## src/rtl/ALU_REGFILE_defs.sv

```systemverilog
// Shared opcode encoding and default sizing for the pipelined ALU/register-file block.
package ALU_REGFILE_defs;

  localparam int DATA_WIDTH_DEF = 16;
  localparam int REG_DEPTH_DEF  = 8;

  typedef enum logic [3:0] {
    ADD    = 4'd0,
    ADC    = 4'd1,
    SUB    = 4'd2,
    SBB    = 4'd3,
    AND    = 4'd4,
    OR     = 4'd5,
    XOR    = 4'd6,
    NOT_A  = 4'd7,
    PASS_A = 4'd8
  } alu_pipe_op_t;

endpackage

```

## src/rtl/alu_pipe_exec.sv

```systemverilog
// Combinational ALU: unsigned operands zero-extended one bit; MSB of the result is carry/borrow.
module alu_pipe_exec
  import ALU_REGFILE_defs::*;
#(
  parameter int DATA_WIDTH = DATA_WIDTH_DEF
) (
  input  alu_pipe_op_t          op,
  input  logic [DATA_WIDTH-1:0] a,
  input  logic [DATA_WIDTH-1:0] b,
  input  logic                  cin,
  output logic [DATA_WIDTH:0]   res
);

  logic [DATA_WIDTH:0] ax, bx, cx;

  assign ax = {1'b0, a};
  assign bx = {1'b0, b};
  assign cx = {{DATA_WIDTH{1'b0}}, cin};

  // Subtraction wraps modulo 2^(DATA_WIDTH+1), so the MSB reads as borrow.
  always_comb begin
    res = '0;
    case (op)
      ADD:     res = ax + bx;
      ADC:     res = ax + bx + cx;
      SUB:     res = ax - bx;
      SBB:     res = ax - bx - cx;
      AND:     res = ax & bx;
      OR:      res = ax | bx;
      XOR:     res = ax ^ bx;
      NOT_A:   res = {1'b0, ~a};
      PASS_A:  res = ax;
      default: res = '0;
    endcase
  end

endmodule

```

## src/rtl/alu_regfile_pipe.sv

```systemverilog
// Two-stage ALU pipeline over an internal register file with write-back and one-cycle forwarding.
// Optional ALU_PIPE_FLAGS_EN adds registered Zero_Flag / Neg_Flag outputs.
module alu_regfile_pipe
  import ALU_REGFILE_defs::*;
#(
  parameter  int DATA_WIDTH = DATA_WIDTH_DEF,
  parameter  int REG_DEPTH  = REG_DEPTH_DEF,
  localparam int ADDR_WIDTH = $clog2(REG_DEPTH)
) (
  input  logic                  Clock,
  input  logic                  Reset,
  input  logic                  In_Valid,
  input  alu_pipe_op_t          Opcode,
  input  logic                  Carry_In,
  input  logic [ADDR_WIDTH-1:0] Read_Addr_1,
  input  logic [ADDR_WIDTH-1:0] Read_Addr_2,
  input  logic [ADDR_WIDTH-1:0] Dest_Addr,
  input  logic                  Wb_Enable,
  input  logic                  Write_enable,
  input  logic [ADDR_WIDTH-1:0] Write_Addr,
  input  logic [DATA_WIDTH-1:0] Write_data,
`ifdef ALU_PIPE_FLAGS_EN
  output logic                  Zero_Flag,
  output logic                  Neg_Flag,
`endif
  output logic [DATA_WIDTH:0]   ALU_Out,
  output logic                  Out_Valid,
  output logic [ADDR_WIDTH-1:0] Out_Dest
);

  localparam int STAGES = 1;

  logic [DATA_WIDTH-1:0] regs [REG_DEPTH];
  logic [STAGES:0]       vld_pipe;

  alu_pipe_op_t          r_op;
  logic                  r_cin;
  logic                  r_wb;
  logic [ADDR_WIDTH-1:0] r_dest;
  logic [DATA_WIDTH-1:0] r_a, r_b;

  logic [DATA_WIDTH:0]   exec_res;
  logic [DATA_WIDTH-1:0] opa, opb;
  logic                  fwd_hit, wb_fire;

  alu_pipe_exec #(.DATA_WIDTH(DATA_WIDTH)) u_exec (
    .op  (r_op),
    .a   (r_a),
    .b   (r_b),
    .cin (r_cin),
    .res (exec_res)
  );

  assign wb_fire = vld_pipe[0] && r_wb;
  assign fwd_hit = wb_fire;

  // Stage-R result bypasses the regfile for an issue in the very next cycle.
  always_comb begin
    opa = regs[Read_Addr_1];
    opb = regs[Read_Addr_2];
    if (fwd_hit && (Read_Addr_1 == r_dest)) opa = exec_res[DATA_WIDTH-1:0];
    if (fwd_hit && (Read_Addr_2 == r_dest)) opb = exec_res[DATA_WIDTH-1:0];
  end

  assign Out_Valid = vld_pipe[STAGES];

  always_ff @(posedge Clock or posedge Reset) begin
    if (Reset) begin
      vld_pipe <= '0;
      r_op     <= ADD;
      r_cin    <= 1'b0;
      r_wb     <= 1'b0;
      r_dest   <= '0;
      r_a      <= '0;
      r_b      <= '0;
      ALU_Out  <= '0;
      Out_Dest <= '0;
    end else begin
      vld_pipe <= {vld_pipe[STAGES-1:0], In_Valid};
      if (In_Valid) begin
        r_op   <= Opcode;
        r_cin  <= Carry_In;
        r_wb   <= Wb_Enable;
        r_dest <= Dest_Addr;
        r_a    <= opa;
        r_b    <= opb;
      end
      if (vld_pipe[0]) begin
        ALU_Out  <= exec_res;
        Out_Dest <= r_dest;
      end
    end
  end

  // Write-back is assigned last so it overrides an external load to the same entry.
  always_ff @(posedge Clock or posedge Reset) begin
    if (Reset) begin
      for (int i = 0; i < REG_DEPTH; i++) regs[i] <= '0;
    end else begin
      if (Write_enable) regs[Write_Addr] <= Write_data;
      if (wb_fire)      regs[r_dest]     <= exec_res[DATA_WIDTH-1:0];
    end
  end

`ifdef ALU_PIPE_FLAGS_EN
  always_ff @(posedge Clock or posedge Reset) begin
    if (Reset) begin
      Zero_Flag <= 1'b0;
      Neg_Flag  <= 1'b0;
    end else if (vld_pipe[0]) begin
      Zero_Flag <= (exec_res[DATA_WIDTH-1:0] == '0);
      Neg_Flag  <= exec_res[DATA_WIDTH-1];
    end
  end
`endif

endmodule

```

## config.mk

```make
export PLATFORM = sky130hd
export DESIGN_NAME = alu_regfile_pipe
export DESIGN_NICKNAME = d
export VERILOG_FILES = /design/src/rtl/ALU_REGFILE_defs.sv /design/src/rtl/alu_pipe_exec.sv /design/src/rtl/alu_regfile_pipe.sv
export SDC_FILE = /design/constraint.sdc
export NUM_CORES = 1
export LEC_CHECK = 0
export CAP_MARGIN = 0
export CORE_MARGIN = 10
export CORE_UTILIZATION = 55
export CTS_CLUSTER_DIAMETER = 80
export DETAILED_ROUTE_END_ITERATION = 10
export PLACE_DENSITY = 0.84
export SLEW_MARGIN = 5
export SYNTH_ARGS = -nofsm -noshare
export SYNTH_HDL_FRONTEND = slang
export SYNTH_SLANG_ARGS = --single-unit
export TNS_END_PERCENT = 5
```

## constraint.sdc

```tcl
create_clock -name Clock -period 8.56 [get_ports Clock]
set_input_delay 1.712 -clock Clock [delete_from_list [all_inputs] [get_ports Clock]]
set_output_delay 1.712 -clock Clock [all_outputs]
set_load 0.05 [all_outputs]
```

Yosys cells after proc, flatten, opt, wreduce, memory -nomap -nowiden
Cells that the tools add are included.
{"block": "totals", "regBits": 191, "input_bits": 38}
{"block": "classes", "n_addsub": 4, "muxes": 17, "n_lt_le_gt_ge": 6, "n_eq_ne": 10, "n_bitwise": 8, "n_reduce_logical": 6}
{"cell": "$bwmux 128", "n": 2}
{"cell": "$mux 128", "n": 2}
{"cell": "$pmux 17 s9", "n": 1}
{"cell": "$mux 16", "n": 8}
{"cell": "$bmux 16 s3", "n": 2}
{"cell": "$demux 16 s3", "n": 2}
{"cell": "$add 16x16->17", "n": 1}
{"cell": "$add 17x1->17", "n": 1}
{"cell": "$sub 16x16->17", "n": 1}
{"cell": "$sub 17x1->17", "n": 1}
{"cell": "$and 16x16->16", "n": 1}
{"cell": "$eq 4x3->1 const B", "n": 4}
{"cell": "$ge 4x4->1 const B", "n": 4}
{"cell": "$not 16->16", "n": 1}
{"cell": "$not 3->4", "n": 4}
{"cell": "$or 16x16->16", "n": 1}
{"cell": "$xor 16x16->16", "n": 1}
{"cell": "$eq 4x2->1 const B", "n": 2}
{"cell": "$lt 4x1->1 const B", "n": 2}
{"cell": "$eq 3x3->1", "n": 2}
{"cell": "$logic_and 1x1->1", "n": 5}
{"cell": "$eq 4x1->1 const B", "n": 1}
{"cell": "$eq 4x4->1 const B", "n": 1}
{"cell": "$logic_not 4->1", "n": 1}

Longest topological paths before layout
Gate-level depths: netlist of run 1.
{"block": "depth", "depth_word": 9, "mapped_depth": 15, "depth_no_buf": 13}

Modules after synthesis
Synthesis of run 1 repeated with hierarchy kept, for this count alone.
{"block": "unflattened", "cells_unflattened": 1288, "hier_area_um2": 14377.5}
{"mod": "alu_regfile_pipe", "area_each_um2": 10695.3, "cells_per_inst": 759, "seq_area_each_um2": 4779.6, "n_inst": 1}
{"mod": "alu_pipe_exec", "area_each_um2": 3682.3, "cells_per_inst": 529, "seq_area_each_um2": 0.0, "n_inst": 1}

Worst setup path before layout of run 1
No wires, ideal clock.
{"block": "synth_timing", "kind": "reg-to-reg", "startpoint": "register r_a[0]", "endpoint": "register ALU_Out[14]", "setup_time_ns": 0.125, "setup_slack_ns": 4.808, "synth_period_minus_slack_ns": 3.752, "path_buffers": 2, "stages_incl_launch_ff": 15, "t_arrival_ns": 3.628, "path_cell_list": "dfrtp_1 -> ha_1 -> inv_1 -> fa_1 -> nand2b_1 -> a2111oi_0 -> a211oi_1 -> or4b_1 -> clkbuf_1 -> nor4_1 -> and4_1 -> mux2i_1 -> o311ai_1 -> buf_2 -> mux2_2"}
{"block": "synth_via", "elab_chain_cells": 3, "elab_cells_between_ends": 5, "classes_between": "4 x add/sub; 1 x mux"}
{"element": "from (decl)", "line": "alu_regfile_pipe.sv:40", "rtl": "logic [DATA_WIDTH-1:0] r_a, r_b;"}
{"element": "from (signal assigned)", "line": "alu_regfile_pipe.sv:85", "rtl": "r_a <= opa;"}
{"element": "$sub 16x16->17 / $add 16x16->17 (equally long branches)"}
{"element": "$sub 17x1->17 / $add 17x1->17 (equally long branches)", "line": "alu_pipe_exec.sv:27, alu_pipe_exec.sv:25"}
{"element": "$pmux 17 s9 (*)", "line": "alu_pipe_exec.sv:23", "rtl": "case (op)"}
{"element": "to (signal assigned)", "line": "alu_regfile_pipe.sv:89", "rtl": "ALU_Out <= exec_res;"}
{"element": "to (decl)", "line": "alu_regfile_pipe.sv:26", "rtl": "output logic [DATA_WIDTH:0] ALU_Out,"}
Every way passes the cells marked *; elsewhere a longest branch is shown, timed or not.
A chain may end at the register's enable or synchronous reset.

Worst setup path in the final report of run 1
{"block": "layout_timing", "startpoint": "register r_a[0]", "endpoint": "register r_a[14]"}
{"block": "layout_via", "elab_chain_cells": 4, "elab_cells_between_ends": 6, "classes_between": "4 x add/sub; 2 x mux"}
{"element": "$sub 16x16->17 / $add 16x16->17 (equally long branches)"}
{"element": "$sub 17x1->17 / $add 17x1->17 (equally long branches)", "line": "alu_pipe_exec.sv:27, alu_pipe_exec.sv:25"}
{"element": "$pmux 17 s9 (*)", "line": "alu_pipe_exec.sv:23"}
{"element": "$mux 16 (*)", "line": "alu_regfile_pipe.sv:61", "rtl": "if (fwd_hit && (Read_Addr_1 == r_dest)) opa = exec_res[DATA_WIDTH-1:0];"}
Marked as above.

==> summary.txt, run 1 <==
Yosys
  • Async S/R FF share, synth: 1.000
  • Most common cell in the netlist: dfrtp_1
  • Netlist cell types: 73
  • Yosys Warn Count: 0
  • Ranking of synthesized cells by area: dfrtp_1, mux4_2, mux2_2
  • Top cells by count, synth: dfrtp_1, a21oi_1, nand2_1
  • Yosys top cell by area: dfrtp_1
  • Syn Std Cell Area: 0.01422 mm2
  • Synthesized Nets: 1618
  • Flops & latches, synth: 191
  • Commonest register cell after synthesis: dfrtp_1
  • Post-synth EDFFs: 0
  • Syn Inst Count: 1526
  • Syn avg cell area: 9.316 um2
  • Post-synthesis sequential area ratio: 0.3362
  • Top cell type's share of synthesized area: 0.3362

Routing
  • Initial drt markers: 1541
  • DR vias: 12566
  • WL/cell: 23.91 um
  • Post-route ant nets: 0
  • # DRC: 0
  • Drt pass-1 iters: 5
  • DRT Wirelength: 44.28 mm
  • Vias/cell: 6.785

Critical path
  • Crit path max fanout: 11
  • Setup crit start kind: flip-flop
  • Critical path capture point type: flip-flop
  • WP data arrival: 5.18 ns
  • Worst setup path start: r_a[0]$_DFFE_PP0P_
  • Setup CP Type: flip-flop to flip-flop
  • CP Data Required Time: 8.82 ns
  • R2R Path Start: r_a[0]$_DFFE_PP0P_

Pwr
  • Maximum vdd drop: 0.0002296 V
  • Clock power frac: 0.140
  • Internal: 2904 uW
  • PwrDens: 351.0 mW/mm2
  • Sw Ratio: 0.4685
  • Logic pwr share: 0.584
  • Seq pwr share: 0.275
  • Leak Pwr: 0.006420 uW
  • Net Switching: 2561 uW

Timing
  • TNS Setup: 0 ns
  • RSZ-0062 raised after global routing: false
  • Setup violations, final: 0
  • Relative slew slack: 0.1394
  • Min Clock Period, post-route: 4.916 ns
  • Final hold vios: 0
  • Slew @ Worst Pin: 1.291 ns
  • Final setup margin: 3.644 ns
  • Peak Freq: 0.2034 GHz
  • Max-slew violations: 0
  • Post-route clock period utilization: 0.5743
  • Worst clock skew: 0.01369 ns
  • Hold slack: 0.5077 ns

Floorplan
  • Initial Utilization: 0.5613
  • Die ar.: 0.03268 mm2
  • Cell Rows: 58
  • Die height: 180.8 um
  • Core box area: 0.02533 mm2
  • Die width: 180.8 um
  • Io pins: 59

Final layout
  • Layout area overhead: 9.523%
  • Diode count: 0
  • Layout cell share with drive strength beyond 1: 0.1537
  • Final Net Count: 1602

GRT
  • GRT Util Overall: 0.2645
  • M1 GR Usage: 0.3366
  • Global-route wire length before repair: 70.10 mm
  • Met2 Use GR: 0.4325
  • Largest net degree at the start of global routing: 122
  • Initial antenna violation count: 0
  • Gr ovfl total: 0
  • GR met3 Demand/Resource: 0.04835
  • Vias in the first global route: 12419
  • GRT busiest layer: met2

Clock network
  • Hold buffer count at CTS: 0
  • CTS H-tree lvls: 4
  • CTS Buf Count: 17
  • Clk Latency, worst-skew pair: 0.44 ns
  • Clock tree root driver cell: clkbuf_16
  • CTS tree: yes
  • Clock buffer depth: 2
  • CTS sink cnt: 191
  • Post-CTS Setup Inserts: 0
  • Worst-path clk slew: 0.07 ns
  • Post-CTS sizing: 0

Placement
  • Setup slack after placement: 3.859 ns
  • Detail Placement HPWL: 30.16 mm
  • Port bufs: 58
  • GP Congestion: 1.026

Run status
  • Outcome: completed

Hold path
  • Hold/Removal Path Class: flip-flop to flip-flop
  • Worst hold start: Out_Dest[1]$_DFFE_PP0P_

Job
  • Max-Cap Viols: 0
## sequential cells by signal, indices dropped and copies added, names as in the netlist
| name | count |
|---|---|
| r_op | 4 |
| vld_pipe | 2 |
| r_b | 16 |
| ALU_Out | 17 |
| r_wb | 1 |
| r_a | 16 |
| regs | 128 |
| r_dest | 3 |
| r_cin | 1 |
| Out_Dest | 3 |
## worst paths after layout
kind,endpoint,slack (ns),depth (start not counted)
setup / recovery,r_a[14]$_DFFE_PP0P_,3.64,14
hold / removal,Out_Dest[1]$_DFFE_PP0P_,0.51,1
setup reg to reg,r_a[14]$_DFFE_PP0P_,3.64,14
hold reg to reg,Out_Dest[1]$_DFFE_PP0P_,0.51,1
max in group asynchronous,regs[43]$_DFF_PP0_,5.29,3
min in group asynchronous,ALU_Out[1]$_DFFE_PP0P_,1.81,2
## metal layers
| layer | routed length, um | vias to the layer above |
|---|---|---|
| met3 | 3795 | 133 |
| met2 | 21200 | 673 |
| met5 | 0 | - |
| met4 | 1646 | 0 |
| li1 | - | 5558 |
| met1 | 17650 | 6202 |
## layout make-up
class | count | area [um2]
inverters | 56 | 217.7
flip-flops and latches | 191 | 4780
well taps | 330 | 412.9
clock inverters | 11 | 108.9
clock buffers | 20 | 446.7
fillers | 2042 | 9757
multi-input cells | 1149 | 8761
repair buffers | 95 | 843.3
## cell usage in the layout, fill, tap and decap left out, drive strengths merged, types with 12 or more instances in the layout
master         instances
a211oi                45
a21oi                137
a31oi                 17
buf                   40
clkbuf                20
clkdlybuf4s50         55
dfrtp                191
ha                    52
inv                   57
mux2                  73
mux2i                 82
mux4                  64
nand2                134
nand3                 29
nor2                 106
nor2b                 43
nor3                  30
nor4                  13
o211ai                16
o21ai                106
o221ai                14
o22ai                 12
xnor2                 29
xor2                  16
## logic make-up (layout without fill, tap and decap cells)
logic type,after synthesis,after routing,synth area share
mux,219,219,0.2170
flops,191,191,0.3362
buf+inv,186,182,0.05131
compound gates,410,410,0.1775
fa+ha+maj,54,54,0.04858
xor+xnor,45,45,0.02825
simple gates,421,421,0.1412
## critical path, stage by stage, from the launching register on
cell and delay (ns):
dfrtp_1 0.39, ha_1 0.24, inv_1 0.07, fa_1 0.44, nand2b_1 0.31, a2111oi_0 0.44, a211oi_1 0.16, or4b_1 0.66
nor4_1 0.60, and4_1 0.32, mux2i_1 0.28, o311ai_1 0.20, buf_4 0.24, o211ai_1 0.22, o21ai_0 0.15
## power by group through the flow
stage	registers [uW]	clock network, uW	logic (uW)
6_report	1500	767	3190
5_1_grt	1540	805	3440
4_1_cts	1490	772	3120
3_5_place_dp	1500	0	3080
3_3_place_gp	1470	0	3060
2_1_floorplan	1530	0	2210
## stage by stage
stage | util | cell area, um2 | total power [uW] | std cells
floorplan | - | 14220 | 3733 | 1526
global placement | 0.5928 | 15010 | 4535 | 1821
detailed placement | 0.5928 | 15010 | 4584 | 1821
CTS | 0.6148 | 15570 | 5382 | 1852
global route | 0.6148 | 15570 | 5786 | 1852
finish | 0.6148 | 15570 | 5465 | 1852
Note: power is estimated with default switching activity, not from simulation.
==> run 2: changes to the inputs <==
==> constraint.sdc (replaced) <==
create_clock -name Clock -period 5 [get_ports Clock]
set_input_delay 1 -clock Clock [delete_from_list [all_inputs] [get_ports Clock]]
set_output_delay 1 -clock Clock [all_outputs]
set_load 0.05 [all_outputs]
==> summary.txt, run 2 (synthesized netlist as in run 1, its figures left out) <==
Run status
  • Outcome: completed

Routing
  • WL/cell: 25.04 um
  • DRT Wirelength: 46.74 mm
  • # DRC: 0
  • Initial drt markers: 1645
  • Post-route ant nets: 0
  • Vias/cell: 6.830
  • DR vias: 12751
  • Drt pass-1 iters: 6

Clock network
  • CTS Buf Count: 17
  • Clk Latency, worst-skew pair: 0.45 ns
  • Clock tree root driver cell: clkbuf_16
  • Post-CTS sizing: 0
  • Worst-path clk slew: 0.09 ns
  • CTS H-tree lvls: 4
  • Post-CTS Setup Inserts: 0
  • CTS sink cnt: 191
  • Hold buffer count at CTS: 0
  • CTS tree: yes
  • Clock buffer depth: 2

Critical path
  • CP Cell Sequence: ha_1 > inv_1 > fa_1 > nand2b_1 > a2111oi_0 > a211oi_1 > or4b_1 > nor4_1 > nand2_1 > xnor2_1 > a21oi_2 > nand2_1 > a31o_2
  • CP peak stage delay: 0.65 ns
  • Setup crit start kind: flip-flop
  • Critical path capture point type: flip-flop
  • Crit path max fanout: 9
  • Setup CP Type: flip-flop to flip-flop
  • Most frequent CP cell: nand2_1
  • CP max-delay cell: or4b_1
  • WP data arrival: 4.92 ns
  • CP Data Required Time: 5.33 ns

Floorplan
  • Initial Utilization: 0.5613
  • Cell Rows: 58
  • Die width: 180.8 um
  • Io pins: 59
  • Die height: 180.8 um
  • Die ar.: 0.03268 mm2
  • Core box area: 0.02533 mm2

Pwr
  • Net Switching: 4532 uW
  • Maximum vdd drop: 0.0002975 V
  • Clock power frac: 0.156
  • Logic pwr share: 0.574
  • PwrDens: 609.8 mW/mm2
  • Leak Pwr: 0.006530 uW
  • Internal: 5090 uW
  • Seq pwr share: 0.270
  • Sw Ratio: 0.4710
  • Total design power: 9622 uW

Timing
  • Final setup margin: 0.4088 ns
  • Setup violations, final: 0
  • Peak Freq: 0.2178 GHz
  • Relative slew slack: 0.1662
  • Final hold vios: 0
  • TNS Setup: 0 ns
  • RSZ-0062 raised after global routing: false
  • Min Clock Period, post-route: 4.591 ns
  • Slew @ Worst Pin: 1.247 ns
  • Worst clock skew: 0.01454 ns
  • Post-route clock period utilization: 0.9182
  • Max-slew violations: 0

GRT
  • GRT Util Overall: 0.2773
  • Vias in the first global route: 12566
  • Gr ovfl total: 0
  • Global-route wire length before repair: 72.60 mm
  • Initial antenna violation count: 2
  • Largest net degree at the start of global routing: 149

Final layout
  • Layout cell share with drive strength beyond 1: 0.1633
  • Largest regs: regs: 128 flops, ALU_Out: 17 flops
  • Diode count: 0
  • Commonest cells after routing, fill and taps aside: dfrtp_1, a21oi_1, nand2_1
  • Finished Core Util: 0.6230
  • Max reg flops: 128
  • Layout area overhead: 10.99%
  • Final Net Count: 1616
  • Leading cell type in the layout, fill and taps excluded: dfrtp_1
  • Design area: 0.01578 mm2
  • Most flop-heavy register: regs

Placement
  • Post-placement cell area: 0.01513 mm2
  • Setup slack after placement: 0.5822 ns
  • GP Congestion: 1.013
  • Detail Placement HPWL: 31.76 mm
  • Port bufs: 58

Job
  • Max-Cap Viols: 0

Hold path
  • Hold/Removal Path Class: flip-flop to flip-flop
## run 2: changes by cell type in the layout (fill, tap and decap cells not counted), moves of 2 or more
cell	delta
buf_4	+13
clkbuf_1	-2
clkinv_2	-2
clkinv_4	-2
clkinv_8	+7
inv_6	+3
inv_8	-2
## run 2: cell type report
type / count / area [um2]
fill: 2044 / 9548
multi-input combinational: 1149 / 8761
sequential: 191 / 4780
timing repair buffer: 109 / 960.9
clock buffer: 17 / 425.4
tap: 330 / 412.9
clock inverter: 15 / 225.2
inverter: 56 / 214.0
## run 2: power by group through the flow
stage	Clock [uW]	Combinational, uW	Sequential, uW
detailed placement	0	5350	2580
floorplan	0	3780	2610
CTS	1510	5410	2570
global placement	0	5290	2530
finish	1500	5530	2600
global route	1560	5960	2650
## run 2: worst paths after layout
check | from | end | slack (ns) | cells past startpoint
worst max-delay path | r_b[0]$_DFFE_PP0P_ | r_a[12]$_DFFE_PP0P_ | 0.41 | 13
worst min-delay path | ALU_Out[3]$_DFFE_PP0P_ | ALU_Out[3]$_DFFE_PP0P_ | 0.51 | 1
worst max register to register | r_b[0]$_DFFE_PP0P_ | r_a[12]$_DFFE_PP0P_ | 0.41 | 13
worst min register to register | ALU_Out[3]$_DFFE_PP0P_ | ALU_Out[3]$_DFFE_PP0P_ | 0.51 | 1
max in group asynchronous | Reset | ALU_Out[16]$_DFFE_PP0P_ | 2.94 | 3
min in group asynchronous | Reset | ALU_Out[2]$_DFFE_PP0P_ | 0.91 | 2
## run 2: stage by stage
stage | hold slack, ns | std cells
6_report | 0.5073 | 1867
4_1_cts | 0.5120 | 1867
5_1_grt | 0.5331 | 1867
3_5_place_dp | 0.4948 | 1835
2_1_floorplan | 0.3519 | 1526
3_3_place_gp | 0.4947 | 1835
## run 2: critical path, delay by kind of cell (launching register included)
kind            cells  cell delay [ns]
buf+inv             1             0.07
xor+xnor            1             0.17
fa+ha+maj           2             0.66
compound gates      4             1.28
simple gates        5             1.89
flops               1             0.40
## run 2: layer usage
metal / wire [um] / GRT usage / up-vias
met5: 13 / 0 / -
met4: 1920 / 0.1158 / 2
met3: 4632 / 0.05415 / 178
met2: 22030 / 0.4539 / 795
met1: 18150 / 0.3514 / 6214
li1: - / - / 5562
